[config.mk]
export PLATFORM = sky130hd
export DESIGN_NAME = ifetch_unit
export DESIGN_NICKNAME = d
export VERILOG_FILES = /design/src/rtl/ifetch_unit.sv
export SDC_FILE = /design/constraint.sdc
export NUM_CORES = 1
export LEC_CHECK = 0
export ABC_CLOCK_PERIOD_IN_PS = 4700
export CAP_MARGIN = 20
export CORE_MARGIN = 3
export CORE_UTILIZATION = 50
export DETAILED_ROUTE_END_ITERATION = 7
export GPL_ROUTABILITY_DRIVEN = 0
export PLACE_DENSITY_LB_ADDON = 0.15
export SYNTH_ARGS = -nofsm -noshare
export SYNTH_HDL_FRONTEND = slang
export SYNTH_SLANG_ARGS = --single-unit
[constraint.sdc]
create_clock -name clk -period 4.7 [get_ports clk]
set_input_delay 0.94 -clock clk [delete_from_list [all_inputs] [get_ports clk]]
set_output_delay 0.94 -clock clk [all_outputs]
set_load 0.01 [all_outputs]
[src/rtl/ifetch_unit.sv]
// Instruction fetch unit: two-state REQ/ISSUE machine that fetches one word,
// holds it in the IR for a ready/valid handshake, then advances the PC.
`timescale 1ns/1ps
module ifetch_unit #(
    parameter logic [31:0] RESET_PC = 32'h0000_0000
) (
    input  logic        clk,
    input  logic        rst,
    output logic        imem_req,
    output logic [31:0] imem_addr,
    input  logic        imem_ack,
    input  logic [31:0] imem_rdata,
    output logic [5:0]  OpCode,
    output logic [5:0]  funct,
    output logic [4:0]  rs,
    output logic [4:0]  rt,
    output logic [4:0]  rd,
    output logic [15:0] imm16,
    output logic        instr_valid,
    input  logic        instr_ready,
    input  logic        jump,
    input  logic        Branch,
    input  logic        Zero,
    output logic [31:0] pc_out
);

    typedef enum logic {
        REQ   = 1'b0,
        ISSUE = 1'b1
    } state_e;

    state_e      state_q, state_d;
    logic [31:0] pc_q, pc_d;
    logic [31:0] ir_q, ir_d;
    logic [31:0] pc_plus4;
    logic [31:0] br_offset;
    logic [31:0] next_pc;

    always_comb begin
        pc_plus4  = pc_q + 32'd4;
        br_offset = {{14{ir_q[15]}}, ir_q[15:0], 2'b00};
        if (jump) begin
            next_pc = {pc_plus4[31:28], ir_q[25:0], 2'b00};
        end else if (Branch && Zero) begin
            next_pc = pc_plus4 + br_offset;
        end else begin
            next_pc = pc_plus4;
        end
    end

    always_comb begin
        state_d     = state_q;
        pc_d        = pc_q;
        ir_d        = ir_q;
        imem_req    = 1'b0;
        instr_valid = 1'b0;
        case (state_q)
            REQ: begin
                // Request is masked during reset so a held-in-reset unit never fetches.
                imem_req = ~rst;
                if (imem_ack) begin
                    ir_d    = imem_rdata;
                    state_d = ISSUE;
                end
            end
            ISSUE: begin
                instr_valid = 1'b1;
                if (instr_ready) begin
                    pc_d    = next_pc;
                    state_d = REQ;
                end
            end
            default: state_d = REQ;
        endcase
    end

    always_ff @(posedge clk or posedge rst) begin
        if (rst) begin
            state_q <= REQ;
            pc_q    <= RESET_PC;
            ir_q    <= 32'h0000_0000;
        end else begin
            state_q <= state_d;
            pc_q    <= pc_d;
            ir_q    <= ir_d;
        end
    end

    assign imem_addr = pc_q;
    assign pc_out    = pc_q;
    assign OpCode    = ir_q[31:26];
    assign rs        = ir_q[25:21];
    assign rt        = ir_q[20:16];
    assign rd        = ir_q[15:11];
    assign imm16     = ir_q[15:0];
    assign funct     = ir_q[5:0];

endmodule
==> impl_metrics.csv <==
group,metric,value,unit
run_status,outcome,"completed",
critical_path,regToRegStartpoint,"imem_addr[4]$_DFFE_PP0P_",
routing,routedWlPerCell,18.0,um
clock_tree,cts_root_buf,"clkbuf_8",
critical_path,cp_cell_sequence,"nand3_1, nor3_2, and4_1, nand3_1, xnor2_1, ha_1, nand4_1, or4_1, o21a_2, o2111a_1, a311oi_2, a21boi_0, nand4b_1",
global_route,grt_pass1_wl,24400,um
synthesis,postSynthAreaPerCell,8.60,sq um
clock_tree,clk_path_buf_depth,2,
clock_tree,cts_setup_buffers,0,
global_route,met1_usage,33.8,%
final_layout,syn2layout_area_growth,26.0,%
global_route,grt_pass1_vias,4942,
clock_tree,cts.repair.resized,0,
floorplanning,die_h,110,um
clock_tree,clock_latency,0.37,ns
critical_path,rr_worst_depth,13,
critical_path,reg2reg_to,"imem_addr[31]$_DFFE_PP0P_",
pwr,internal_power,2360,uW
clock_tree,holdBufCountCts,0,
min_path,hold-path-endpoint,"ir_q[28]$_DFFE_PP0P_",
final_layout,postLayoutCoreUtil,65.4,%
synthesis,ys_seq_area_share,29.0,%
pwr,p_leak,0.00283,uW
routing,viasPerCell,5.99,
pwr,combPwrFrac,63.3,%
synthesis,yosys_warnings,0,
final_layout,fin_cells,856,
pwr,p_per_area,618,nW/um^2
global_route,grt_use_total,25.6,%
critical_path,crit_fanout,9,
clock_tree,clk_pin_slew,0.07,ns
synthesis,ys_seq_elements,63,
global_route,met3_usage,4.02,%
critical_path,end_kind,"flop",
floorplanning,die_w,110,um
final_layout,final_area,6840,sq um
synthesis,synthCells,631,
critical_path,crit_top_cell,"nand3_1",
floorplanning,start_util,51.9,%
synthesis,ys_types,69,
routing,dr.first_iter.drc_count,290,
final_layout,drive_gt1_share,9.72,%
timing,fin_crit_sh,89.2,%
clock_tree,cts.sinks,63,
place,pre_cts_slack,0.572,ns
min_path,hold_path_class,"flop to flop",
place,dp_hpwl,11300,um
pwr,p_sw_share,44.1,%
place,place_area,6610,sq um
critical_path,cp.arrival,4.49,ns
timing,final.min_clock_period,4.19,ns
synthesis,async_reset_ff_share,100,%
synthesis,synth.area.top_cells,"dfrtp_1 29%, ha_1 8.5%, mux2_2 6.6%",
critical_path,startpoint_type,"flop",
timing,fin_setup_tns,0,ns
global_route,antenna_found_initial,0,
critical_path,crit_slowest_cell,"dfrtp_1",
global_route,grt.busiest_layer,"met2",
timing,skew,0.0152,ns
timing,max_freq,238,MHz
timing,final-max-slew-violation-count,0,
synthesis,synth_commonest_cells,"63 x dfrtp_1, 60 x nand2_1, 47 x a21oi_1, 47 x buf_4, 44 x nor2_1",
critical_path,crit_type,"flop to flop",
critical_path,rrSetupSlack,0.51,ns
final_layout,antenna_cells_inserted,0,
timing,setup_ws,0.505,ns
global_route,grt_max_degree,45,
synthesis,yosysMostFrequentCell,"dfrtp_1",
timing,setup_viol,0,
min_path,whs_path_depth,1,
synthesis,synthFlopType,"dfrtp_1",
run,drv_cap,0,
synthesis,netlist_area,5430,sq um
clock_tree,cts_tree,"yes",
pwr,p_clk_share,13.3,%
critical_path,required,5.00,ns
critical_path,cp_num_buf_inv,0,
routing,drt_pre_antenna_iters,7,
routing,ant_nets,0,
synthesis,netlist.area_leader.share,29.0,%
clock_tree,cts_buffers,9,
pwr,power_switching,1860,uW
final_layout,fillCellCount,900,
min_path,hold_start,"ir_q[28]$_DFFE_PP0P_",
floorplanning,core_area,10500,sq um
routing,vias,5129,
place,post-place-cells,841,
synthesis,synth_largest_area_cell,"dfrtp_1",
critical_path,cpPeakStageDelay,0.51,ns
floorplanning,io_pins,148,
floorplanning,rows,37,
timing,slew_headroom,27.7,%
routing,finalWirelength,15400,um
clock_tree,htree_num_levels,3,
routing,route.detailed.drc,0,
timing,worstMarginPinSlew,1.08,ns
global_route,grt_overflow,0,
floorplanning,dieArea,12100,sq um
global_route,use_met2,42.1,%
place,io_buffers,143,
final_layout,nets,793,
pwr,ir_worst_vdd,0.271,mV
synthesis,synth_enable_flop_cells,0,
timing,finalHoldViolCount,0,
pwr,seqPwrFrac,23.4,%
critical_path,path_delay_family,"simple AND/OR/NAND/NOR gates",
timing,grt_setup_unrepaired,"no",
## metrics by stage
step	power (uW)	hold slack [ns]
after floorplan	2800	0.551
after global placement	3570	0.488
after detailed placement	3630	0.497
after CTS	4220	0.514
after global routing	4510	0.535
final	4230	0.508
## cell usage in the layout (no fill, tap or decap), types with 5 or more instances in the layout
master             n
nand4_1           12
buf_4              5
and3_1             7
a211oi_1           7
nand3_1           26
a21o_1            18
ha_1              37
o211ai_1           7
nand2_1           60
clkbuf_8          12
inv_1             11
nor3_1            11
nor2_1            44
xnor2_1           34
a221oi_1           8
o21ai_0           30
and2_1             5
a21oi_1           47
dfrtp_1           63
xor2_1            18
o22ai_1            7
clkdlybuf4s50_1  143
mux2_2            32
## power groups by stage
stage          clock network (uW)  registers (uW)  logic [uW]
2_1_floorplan                   0             996        1810
3_3_place_gp                    0             982        2590
3_5_place_dp                    0             995        2630
4_1_cts                       572             986        2660
5_1_grt                       591            1020        2900
6_report                      564             987        2680
## sequential cells by signal (all words and copies together), names as in the netlist
name and flops:
state_q 1, imem_addr 30, ir_q 32
## area by class of cell
class | count | area, sq um | share of cell area [%]
Multi-Input combinational cell | 481 | 3340 | 48.9
Sequential cell | 63 | 1580 | 23.1
Timing Repair Buffer | 148 | 1470 | 21.5
Tap cell | 136 | 170 | 2.49
Clock buffer | 12 | 165 | 2.42
Clock inverter | 3 | 65.1 | 0.952
Inverter | 13 | 48.8 | 0.714
## metal layers
| layer | vias up | routed length, um |
|---|---|---|
| li1 | 2397 | - |
| met1 | 2466 | 6540 |
| met2 | 238 | 7200 |
| met3 | 28 | 1340 |
| met4 | 0 | 353 |
| met5 | - | 0 |
## worst max-delay path by stage
stage	startpoint	to	slack [ns]	cells after the start
floorplan	imem_addr[5]$_DFFE_PP0P_	imem_addr[31]$_DFFE_PP0P_	0.97	17
global placement	imem_addr[5]$_DFFE_PP0P_	imem_addr[31]$_DFFE_PP0P_	0.78	17
detailed placement	imem_addr[4]$_DFFE_PP0P_	imem_addr[31]$_DFFE_PP0P_	0.57	13
CTS	imem_addr[4]$_DFFE_PP0P_	imem_addr[31]$_DFFE_PP0P_	0.54	13
global route	imem_addr[4]$_DFFE_PP0P_	imem_addr[31]$_DFFE_PP0P_	0.21	13
finish	imem_addr[4]$_DFFE_PP0P_	imem_addr[31]$_DFFE_PP0P_	0.51	13
## kinds of logic after synthesis
group	Yosys count	synth area share, %
muxes	33	6.82
and+or+nand+nor	190	17.0
AOI/OAI and AO/OA	164	20.1
adders and majority gates	38	8.90
xor gates and xnor gates	52	8.39
buffers and inverters	90	9.73
other	1	0.0691
DFF	63	29.0
Power figures use the tool's default switching activity.
